`src/rtl/cc2420_pkg.sv`:
```
`timescale 1ns/1ps
// Shared types and constants for the CC2420 command sequencer.
package cc2420_pkg;

  // Command encodings on CmdType; the reserved code is handled as a strobe.
  typedef enum logic [1:0] {
    CMD_STROBE = 2'b00,
    CMD_WRITE  = 2'b01,
    CMD_READ   = 2'b10,
    CMD_RSVD   = 2'b11
  } cmd_type_t;

  // Sequencer states.
  typedef enum logic [1:0] {
    IDLE    = 2'b00,
    SEND    = 2'b01,
    WAIT_RX = 2'b10,
    DONE    = 2'b11
  } state_t;

  // Bit positions inside the header byte.
  localparam logic [2:0] RAM_FLAG_BIT = 3'd7;
  localparam logic [2:0] READ_BIT     = 3'd6;

  // Frame lengths in bytes.
  localparam logic [1:0] STROBE_BYTES = 2'd1;
  localparam logic [1:0] REG_BYTES    = 2'd3;

  // Number of bytes exchanged for a command type.
  function automatic logic [1:0] cmd_byte_count(input cmd_type_t t);
    return ((t == CMD_WRITE) || (t == CMD_READ)) ? REG_BYTES : STROBE_BYTES;
  endfunction

  // Header byte: register-space access, read bit set only for reads.
  function automatic logic [7:0] cmd_header(input cmd_type_t t, input logic [5:0] addr);
    logic [7:0] h;
    h               = {2'b00, addr};
    h[RAM_FLAG_BIT] = 1'b0;
    h[READ_BIT]     = (t == CMD_READ);
    return h;
  endfunction

endpackage

```
`src/rtl/cc2420_spi_cmd.sv`:
```
`timescale 1ns/1ps
// Expands strobe / register-write / register-read commands into CC2420 SPI
// byte frames, feeds them over the byte handshake and gathers the replies.
module cc2420_spi_cmd
  import cc2420_pkg::*;
#(
  parameter int unsigned GAP_CYCLES = 4
) (
  input  logic        Clock,
  input  logic        Reset_,
  input  logic        CmdValid,
  output logic        CmdReady,
  input  logic [1:0]  CmdType,
  input  logic [5:0]  CmdAddr,
  input  logic [15:0] CmdData,
  output logic        Done,
  output logic [7:0]  Status,
  output logic [15:0] RdData,
  output logic        SPIInValid,
  output logic [7:0]  SPIIn,
  input  logic        SPIInRequest,
  input  logic        SPINewData,
  input  logic [7:0]  SPIOut
);

  // Gap counter holds GAP_CYCLES-1 at most: it is loaded while leaving DONE,
  // so CmdReady rises exactly GAP_CYCLES cycles after the Done cycle.
  localparam int unsigned GAP_W = (GAP_CYCLES < 2) ? 1 : $clog2(GAP_CYCLES);
  localparam logic [GAP_W-1:0] GAP_LOAD =
    (GAP_CYCLES > 0) ? GAP_W'(GAP_CYCLES - 1) : '0;

  state_t           state;
  logic [GAP_W-1:0] gap;
  logic [1:0]       tx_idx;
  logic [1:0]       rx_idx;

  // Latched command.
  logic             is_read_q;
  logic [1:0]       nbytes_q;
  logic [7:0]       byte1_q;
  logic [7:0]       byte2_q;

  // Replies collected before the final byte arrives.
  logic [7:0]       rx_status;
  logic [7:0]       rx_hi;

  cmd_type_t        cmd_type;
  logic             accept;
  logic             tx_fire;
  logic             tx_last;
  logic             rx_capture;
  logic [2:0]       rx_cnt_next;
  logic             rx_last;

  // Handshake and completion decode.
  always_comb begin
    cmd_type    = cmd_type_t'(CmdType);
    CmdReady    = (state == IDLE) && (gap == '0);
    accept      = CmdValid && CmdReady;
    tx_fire     = (state == SEND) && SPIInValid && SPIInRequest;
    tx_last     = ({1'b0, tx_idx} + 3'd1) >= {1'b0, nbytes_q};
    rx_capture  = SPINewData && ((state == SEND) || (state == WAIT_RX));
    rx_cnt_next = {1'b0, rx_idx} + 3'd1;
    rx_last     = rx_capture && (state == WAIT_RX) && (rx_cnt_next >= {1'b0, nbytes_q});
  end

  // Sequencer: command latch, byte offer, reply collection and gap timing.
  always_ff @(posedge Clock or negedge Reset_) begin
    if (!Reset_) begin
      state      <= IDLE;
      gap        <= '0;
      tx_idx     <= '0;
      rx_idx     <= '0;
      is_read_q  <= 1'b0;
      nbytes_q   <= STROBE_BYTES;
      byte1_q    <= '0;
      byte2_q    <= '0;
      rx_status  <= '0;
      rx_hi      <= '0;
      SPIInValid <= 1'b0;
      SPIIn      <= '0;
      Done       <= 1'b0;
      Status     <= '0;
      RdData     <= '0;
    end else begin
      Done <= 1'b0;
      if (gap != '0) begin
        gap <= gap - GAP_W'(1);
      end

      // Count returned bytes while a frame is active; rx_idx saturates at 3.
      if (rx_capture) begin
        case (rx_idx)
          2'd0:    rx_status <= SPIOut;
          2'd1:    rx_hi     <= SPIOut;
          default: ;
        endcase
        if (rx_idx != 2'd3) begin
          rx_idx <= rx_idx + 2'd1;
        end
      end

      unique case (state)
        IDLE: begin
          if (accept) begin
            is_read_q  <= (cmd_type == CMD_READ);
            nbytes_q   <= cmd_byte_count(cmd_type);
            byte1_q    <= (cmd_type == CMD_WRITE) ? CmdData[15:8] : 8'h00;
            byte2_q    <= (cmd_type == CMD_WRITE) ? CmdData[7:0]  : 8'h00;
            SPIIn      <= cmd_header(cmd_type, CmdAddr);
            SPIInValid <= 1'b1;
            tx_idx     <= '0;
            rx_idx     <= '0;
            state      <= SEND;
          end
        end

        SEND: begin
          if (tx_fire) begin
            tx_idx <= tx_idx + 2'd1;
            if (tx_last) begin
              SPIInValid <= 1'b0;
              state      <= WAIT_RX;
            end else begin
              SPIIn <= (tx_idx == 2'd0) ? byte1_q : byte2_q;
            end
          end
        end

        WAIT_RX: begin
          // The final reply commits the results so they stay stable until
          // the next completion.
          if (rx_last) begin
            Status <= (rx_idx == 2'd0) ? SPIOut : rx_status;
            if (is_read_q) begin
              RdData <= {rx_hi, SPIOut};
            end
            Done  <= 1'b1;
            state <= DONE;
          end
        end

        DONE: begin
          gap   <= GAP_LOAD;
          state <= IDLE;
        end
      endcase
    end
  end

endmodule

```
`config.mk`:
```
export PLATFORM = sky130hd
export DESIGN_NAME = cc2420_spi_cmd
export DESIGN_NICKNAME = d
export VERILOG_FILES = /design/src/rtl/cc2420_pkg.sv /design/src/rtl/cc2420_spi_cmd.sv
export SDC_FILE = /design/constraint.sdc
export NUM_CORES = 1
export LEC_CHECK = 0
export CORE_MARGIN = 2
export CORE_UTILIZATION = 25
export CTS_CLUSTER_SIZE = 12
export DETAILED_ROUTE_END_ITERATION = 10
export GPL_TIMING_DRIVEN = 0
export MAX_ROUTING_LAYER = met4
export PLACE_DENSITY_LB_ADDON = 0.1
export RECOVER_POWER = 25
export REMOVE_ABC_BUFFERS = 1
export SKIP_LAST_GASP = 1
export SYNTH_ARGS = -nofsm -noshare
export SYNTH_HDL_FRONTEND = slang
export SYNTH_SLANG_ARGS = --single-unit
```
`constraint.sdc`:
```
create_clock -name Clock -period 2.9 [get_ports Clock]
set_input_delay 0.58 -clock Clock [delete_from_list [all_inputs] [get_ports Clock]]
set_output_delay 0.58 -clock Clock [all_outputs]
set_load 0.05 [all_outputs]
```
==> results of run 1 <==
[kinds of logic after synthesis]
family                   after synthesis  synth area share
flip-flops                            76             0.549
XOR/XNOR                               1           0.00253
AO/OA/AOI/OAI                         49            0.0855
adder cells (fa/ha/maj)               16            0.0621
AND/OR/NAND/NOR                       65            0.0794
multiplexers                          58             0.193
buffers and inverters                 23            0.0285
[placed cells by master, fill, tap and decap left out, types with 2 or more instances in the layout]
cell             instances
dfrtp_1                 76
clkdlybuf4s50_1         70
nand2_1                 48
mux2_2                  32
o21ai_0                 27
mux2i_1                 16
ha_1                    14
a21oi_1                 12
inv_1                   11
nor2_1                  10
mux2_4                  10
clkbuf_16                9
clkbuf_1                 4
and2_1                   2
clkinv_2                 2
nand3_1                  2
a21bo_2                  2
o211ai_1                 2
fa_1                     2
bufinv_16                2
[sequential cells by signal (all words and copies together), names as in the netlist, 2 cells and up]
register / count
tx_idx: 2
rx_idx: 2
rx_hi: 8
byte1_q: 8
state: 2
byte2_q: 8
SPIIn: 8
RdData: 16
Status: 8
rx_status: 8
gap: 2
[power by group]
group	internal [mW]	switching (mW)	total, mW	leakage (nW)
registers	1.52	0.262	1.79	0.965
clock network	0.754	0.426	1.18	0.151
logic	1.07	1.49	2.55	0.989
total	3.34	2.17	5.52	2.10
[per-layer routing]
layer | vias to the layer above | track usage
li1 | 1126 | -
met2 | 37 | 0.181
met4 | 0 | 0.0582
met1 | 1098 | 0.135
met3 | 12 | 0.0225
met5 | - | -
[worst min-delay path by stage]
stage / start / end / slack [ps] / depth (start not counted)
global placement: byte2_q[5] / byte2_q[5] / 460 / 2
CTS: Reset_ / RdData[12] / 120 / 1
detailed placement: Status[0] / Status[0] / 470 / 2
floorplan: Reset_ / Done / 280 / 0
finish: Reset_ / RdData[12] / 440 / 1
global route: Status[0] / Status[0] / 500 / 2
[through the flow]
| step | cells | power [mW] | area (µm²) |
|---|---|---|---|
| 2_1_floorplan | 277 | 3.61 | 3410 |
| 3_3_place_gp | 528 | 4.36 | 4350 |
| 3_5_place_dp | 529 | 4.41 | 4380 |
| 4_1_cts | 545 | 5.63 | 4690 |
| 5_1_grt | 545 | 5.92 | 4680 |
| 6_report | 545 | 5.52 | 4680 |
[area by class of cell]
class | count | area (µm²) | share of cell area
clock inverter | 4 | 73.8 | 0.0158
inverter | 12 | 46.3 | 0.00989
clock buffer | 12 | 236 | 0.0505
sequential | 76 | 1900 | 0.406
multi-input combinational | 189 | 1470 | 0.313
tap | 180 | 225 | 0.0481
timing repair buffer | 72 | 732 | 0.156
==> results.tsv, run 1 <==
metric	value	unit
wl_per_cell	13.5	µm
slew_violations	0	
place_hpwl	5.12	mm
synth_area_leaders	dfrtp_1, mux2_2, nand2_1	
clockBufferDepth	2	
io_pins	72	
outcome	finished clean	
core	0.0137	mm²
crit_buf_inv	2	
synth-edff-count	0	
wirelength	7.38	mm
grt_pass1_vias	2415	
drt_iter0_drc	93	
post_cts_buffers	0	
via_count	2273	
syn-cell-area	0.00347	mm²
grt_max_degree	60	
ys_seq_elements	76	
synth_cell_type_count	30	
utilization	0.341	
setup_violations	0	
gp_congestion	0.634	
cts.clk_slew.worst_paths	60	ps
crit_family	buffers and inverters	
clock-sinks	76	
root_buffer	clkbuf_16	
slowest_stage	clkdlybuf4s50_1	
io_buffers	71	
antenna_left	0	
crit_chain	inv_1 -> ha_1 -> and2_1 -> clkdlybuf4s50_1	
clk_latency	330	ps
p_per_area	1180	mW/mm²
dieHeight	122	µm
die-area	0.0148	mm²
dr_wl_met3	217	µm
post-place-ws	285	ps
maxCapViolations	0	
rr_worst_depth	5	
highest_layer	met4	
rsz0062_at_grt	no	
finalWorstSetupSlack	225	ps
start_util	0.253	
ys_async_sr_fraction	1.00	
final_hold_viol_count	0	
cp_slowest_stage_delay	830	ps
post-route-period-util	0.922	
crit_end	CmdReady	
crit_required	2320	ps
drive_gt1_frac	0.173	
finalCriticalPeriod	2670	ps
wl_met1	3.42	mm
htree_levels	3	
startpoint	state[1]	
finalNetCount	413	
wl_met2	3.57	mm
crit_cells	4	
yosysWarnings	0	
cts_hold_buf	0	
numCtsBuffers	9	
hp-class	primary input to asynchronous set/reset pin	
n_fill_cell	1394	
via_per_inst	4.17	
finClkSkew	5.74	ps
peakVddDrop	0.000375	V
synth_largest_area_cell	dfrtp_1	
synth_common_cells	dfrtp_1, nand2_1, mux2_2	
rr_endpoint	SPIIn[5]	
drc	0	
r2r_start	state[1]	
cts_tree	yes	
ctsResizeCount	0	
cp_max_fo	4	
antenna_cells	0	
firstDrtPassIters	5	
relSlewSlack	0.257	
grtUsageTotal	0.113	
worst_slew_pin_slew	1110	ps
startpoint_type	register	
critPathCaptureType	output pin	
grt-ovfl-total	0	
ys_seq_area_frac	0.549	
grt_pass1_wl	12.3	mm
syn_inst	288	
r2r_slack	360	ps
die_w	122	µm
syn2layout_area_growth	35.0	%
antenna_found_initial	0	
max_freq	0.374	GHz
tns	0	ps
synth_flop_cell	dfrtp_1	
crit_arrival	2090	ps
leakage	2.10	nW
synth_most_common_cell	dfrtp_1	
syn_avg_cell_area	12.0	µm²
fp-row-count	43	
crit_type	register to output pin	
finalHoldWorstSlack	438	ps
synth_top_cell_area_share	0.549	
Note: power is estimated with default switching activity, not from simulation.
==> run 2, diff against run 1 <==
--- a/config.mk
+++ b/config.mk
@@ -11,7 +11,7 @@
 export DETAILED_ROUTE_END_ITERATION = 10
 export GPL_TIMING_DRIVEN = 0
 export MAX_ROUTING_LAYER = met4
-export PLACE_DENSITY_LB_ADDON = 0.1
+export PLACE_DENSITY_LB_ADDON = 0.05
 export RECOVER_POWER = 25
 export REMOVE_ABC_BUFFERS = 1
 export SKIP_LAST_GASP = 1
==> constraint.sdc (replaced) <==
create_clock -name Clock -period 2.85 [get_ports Clock]
set_input_delay 0.57 -clock Clock [delete_from_list [all_inputs] [get_ports Clock]]
set_output_delay 0.57 -clock Clock [all_outputs]
set_load 0.05 [all_outputs]
==> run 2 against run 1 <==
The flow now finishes with violations (capacitance limit, slew limit). Global-route usage is 0.63 points higher. Worst hold slack gained 40 ps. Design area is 1.5% lower. Via count is 0.79% higher. Critical path depth unchanged. Setup slack got worse by 64 ps. Core utilization decreased by 0.53 points. Combinational power is 2% higher. Sequential power about the same. Largest cell class unchanged. Highest routed layer unchanged.
==> results.tsv, run 2 (synthesis gave the netlist of run 1 again) <==
metric	value	unit	change
critPathCaptureType	output pin		
largest-register	RdData		
clockBufferDepth	2		unchanged
antenna_cells	0		unchanged
rr_endpoint	SPIIn[2]		
outcome	finished with violations		
via_per_inst	4.22		+1.2%
largest_reg_flops	16		unchanged
crit_end	CmdReady		
rr_worst_depth	5		unchanged
cts.clk_slew.worst_paths	60	ps	about the same
cts_tree	yes		
cts_hold_buf	0		unchanged
maxCapViolations	1		+1
antenna_found_initial	0		unchanged
slew_violations	29		+29
via_count	2291		+0.79%
tns	0	ps	unchanged
relSlewSlack	-0.0502		-0.308
wirelength	7.75	mm	+5.0%
startpoint_type	register		
fp-row-count	43		unchanged
grtUsageTotal	0.119		+0.00629
syn2layout_area_growth	32.9	%	
drive_gt1_frac	0.174		+0.000951
antenna_left	0		unchanged
finClkSkew	3.76	ps	-1.97 ps
drt_iter0_drc	77		-17%
clk_latency	340	ps	about the same
p_total	5.45	mW	-1.2%
final_cell_mix	dfrtp_1, clkdlybuf4s50_1, nand2_1, mux2_2, o21ai_0		
min_from	byte2_q[5]		
r2r_start	state[1]		
post-route-period-util	0.943		
clock-sinks	76		unchanged
drc	0		unchanged
startpoint	state[0]		
peakVddDrop	0.000355	V	-5.3%
n_fill_cell	1417		+1.6%
gp_congestion	0.686		+8.3%
final_common_cell	dfrtp_1		
die-area	0.0148	mm²	unchanged
htree_levels	3		unchanged
io_buffers	71		unchanged
grt-ovfl-total	0		unchanged
r2r_slack	310	ps	-50 ps
firstDrtPassIters	4		-1
setup_violations	0		unchanged
wl_per_cell	14.3	µm	+5.4%
crit_required	2280	ps	-40 ps
core	0.0137	mm²	unchanged
grt_max_degree	50		-17%
numCtsBuffers	9		unchanged
place_hpwl	5.23	mm	+2.1%
io_pins	72		unchanged
hp-class	register to register		
start_util	0.253		unchanged
dieHeight	122	µm	unchanged
grt_pass1_vias	2404		-0.46%
leakage	2.08	nW	-1.3%
max_freq	0.372	GHz	
crit_type	register to output pin		
crit_arrival	2120	ps	+30 ps
instances_no_fill	543		-0.37%
post_cts_buffers	0		unchanged
rsz0062_at_grt	no		
ctsResizeCount	0		unchanged
cp_max_fo	4		unchanged
violations	capacitance limit, slew limit		
final_hold_viol_count	0		unchanged
p_per_area	1180	mW/mm²	+0.38%
grt_pass1_wl	12.9	mm	+4.7%
finalNetCount	413		unchanged
root_buffer	clkbuf_16		
die_w	122	µm	unchanged
finalCriticalPeriod	2690	ps	
worst_slew_pin_slew	1580	ps	+461 ps
dp_cells	529		unchanged
## run 2: changes by cell type in the layout (fill, tap and decap cells not counted)
cell | before | now
clkbuf_8 | 0 | 1
clkbuf_1 | 4 | 2
clkbuf_4 | 0 | 1
clkinv_2 | 2 | 4
bufinv_16 | 2 | 0
clkinv_4 | 1 | 0
buf_16 | 1 | 0
## run 2: worst min path at each step
stage | to | slack (ps) | cells after the start
after floorplan | Done | 270 | 0
after global placement | Status[1] | 460 | 2
after detailed placement | byte2_q[5] | 470 | 2
after CTS | byte2_q[3] | 180 | 1
after global routing | byte2_q[7] | 510 | 2
final | byte2_q[5] | 480 | 2
## run 2: per-layer routing
layer	GRT usage	up-vias	wire length (µm)
met1	0.154	1119	3730
li1	-	1121	-
met5	-	-	0
met2	0.173	39	3510
met3	0.0290	12	303
met4	0.0647	0	204
## run 2: critical path, stage by stage (launching register included)
cell and delay, ps:
dfrtp_1 420, inv_1 110, ha_1 220, and2_1 210
clkdlybuf4s50_1 820
## run 2: power by group
part | switching, mW | leakage [nW] | internal (mW) | total, mW
Combinational | 1.52 | 0.981 | 1.08 | 2.60
Sequential | 0.265 | 0.965 | 1.55 | 1.82
Clock | 0.434 | 0.131 | 0.599 | 1.03
## run 2: per-stage QoR
step / cell area [µm²] / worst slack, ps / hold WS, ps / utilization
after floorplan: 3410 / 612 / 274 / -
after global placement: 4350 / -1870 / 462 / 0.317
after detailed placement: 4380 / 240 / 469 / 0.319
after CTS: 4630 / 140 / 176 / 0.338
after global routing: 4610 / 68.9 / 512 / 0.336
final: 4610 / 161 / 478 / 0.336
## run 2: cell type report
cell class | instances | area (µm²) | area share
timing repair buffer | 72 | 712 | 0.154
sequential | 76 | 1900 | 0.413
clock inverter | 3 | 15.0 | 0.00326
multi-input combinational | 189 | 1470 | 0.318
clock buffer | 11 | 243 | 0.0527
tap | 180 | 225 | 0.0489
inverter | 12 | 46.3 | 0.0100
==> run 3, diff against run 2 <==
--- a/config.mk
+++ b/config.mk
@@ -5,6 +5,7 @@
 export SDC_FILE = /design/constraint.sdc
 export NUM_CORES = 1
 export LEC_CHECK = 0
+export CORE_ASPECT_RATIO = 2
 export CORE_MARGIN = 2
 export CORE_UTILIZATION = 25
 export CTS_CLUSTER_SIZE = 12
==> run 3 against run 2 <==
The run still ends with capacitance limit, slew limit left. Global-route usage decreased by 0.37 points. Clock power increased by 24%. Setup slack improved by 15 ps. Fmax increased by 0.56%. Clock skew increased by 6.1 ps. Sequential power about the same. Highest routed layer unchanged.
==> results.tsv, run 3 (synthesis gave the netlist of run 1 again) <==
metric	value	unit	change
outcome	finished with violations		
violations	capacitance limit, slew limit		
fp-row-count	60		+40%
syn2layout_area_growth	34.9	%	
startpoint_type	register		
grt_pass1_wl	12.6	mm	-2.8%
setup_violations	0		unchanged
leakage	2.11	nW	+1.7%
root_buffer	clkbuf_16		
highest_layer	met4		
finalNetCount	413		unchanged
final_hold_viol_count	0		unchanged
hp-class	register to register		
crit_arrival	2100	ps	-20 ps
dieHeight	171	µm	+40%
cp_max_fo	4		unchanged
gp_congestion	0.687		+0.15%
wirelength	7.75	mm	about the same
die-area	0.0149	mm²	+0.38%
antenna_found_initial	0		unchanged
n_fill_cell	1382		-2.5%
place_hpwl	5.51	mm	+5.5%
htree_levels	3		unchanged
relSlewSlack	-0.347		-0.297
post-route-period-util	0.938		-0.00523
via_count	2301		+0.44%
clock-sinks	76		unchanged
cts_tree	yes		
core	0.0135	mm²	-1.5%
dpl-instance-area	0.00434	mm²	-0.71%
max_freq	0.374	GHz	+0.56%
post_cts_buffers	0		unchanged
grtUsageTotal	0.116		-0.00374
slew_violations	34		+17%
wl_per_cell	14.9	µm	+4.4%
antenna_left	0		unchanged
maxCapViolations	1		unchanged
dp_cells	504		-4.7%
final_common_cell	dfrtp_1		
crit_required	2280	ps	about the same
wl_met2	4.13	mm	+18%
finClkSkew	9.89	ps	+6.13 ps
clockBufferDepth	2		unchanged
instances_no_fill	520		-4.2%
design_area	0.00468	mm²	+1.4%
crit_type	register to output pin		
antenna_cells	0		unchanged
grt_pass1_vias	2395		-0.37%
drc	0		unchanged
finalCriticalPeriod	2670	ps	-14.9 ps
worst_slew_pin_slew	2020	ps	+445 ps
final_cell_mix	dfrtp_1, clkdlybuf4s50_1, nand2_1, mux2_2, o21ai_0		
dr_wl_met3	348	µm	+15%
via_per_inst	4.43		+4.9%
largest-register	RdData		
p_per_area	1230	mW/mm²	+3.6%
die_w	87.3	µm	-28%
utilization	0.346		+0.0100
clk_latency	330	ps	about the same
r2r_start	rx_idx[0]		
cts.clk_slew.worst_paths	60	ps	about the same
drive_gt1_frac	0.184		+0.0100
largest_reg_flops	16		unchanged
critPathCaptureType	output pin		
numCtsBuffers	9		unchanged
grt-ovfl-total	0		unchanged
firstDrtPassIters	4		unchanged
grt_max_degree	44		-12%
startpoint	state[0]		
drt_iter0_drc	66		-14%
rsz0062_at_grt	no		
min_from	Status[7]		
wl_met1	3.14	mm	-16%
io_buffers	71		unchanged
start_util	0.257		+0.00386
p_total	5.73	mW	+5.0%
peakVddDrop	0.000412	V	+16%
io_pins	72		unchanged
run 3: report_power, final:
group          switching (mW)  internal [mW]  total, mW
clock                   0.477          0.800       1.28
sequential              0.262           1.55       1.81
combinational            1.55           1.09       2.64
total                    2.29           3.44       5.73
run 3: final timing paths:
path,to,slack (ps),depth (start not counted)
max,CmdReady,180,4
min,Status[7],480,2
max reg2reg,RdData[1],330,7
min reg2reg,Status[7],480,2
max in group asynchronous,byte1_q[5],870,1
min in group asynchronous,RdData[11],790,1
run 3: final cells by class:
cell class / instances / area [µm²] / area share
multi-input combinational: 189 / 1470 / 0.314
inverter: 12 / 46.3 / 0.00990
clock inverter: 6 / 93.8 / 0.0201
tap: 155 / 194 / 0.0415
timing repair buffer: 72 / 732 / 0.157
clock buffer: 10 / 239 / 0.0511
sequential: 76 / 1900 / 0.407
run 3: repair_timing:
item,in CTS,in global routing
endpoints found under the setup margin,0,7
resized for setup,0,1
hold endpoints to repair,0,0
hold buffers,0,0
run 3: routing by layer:
metal  vias up  global-route usage
met5         -                   -
met4         0              0.0462
met3         9              0.0289
met2        60               0.194
met1      1104               0.129
li1       1128                   -
run 3: critical path, cell delays in order, from the launching register on:
cell             delay, ps
dfrtp_1                410
inv_1                  110
ha_1                   220
and2_1                 200
clkdlybuf4s50_1        820
run 3: metrics by stage:
stage,worst slack [ps],hold slack [ps],TNS (ps)
3_3_place_gp,-1850,462,-139750
2_1_floorplan,612,274,0
5_1_grt,57.3,507,0
3_5_place_dp,98.1,470,0
6_report,176,476,0
4_1_cts,85.6,206,0
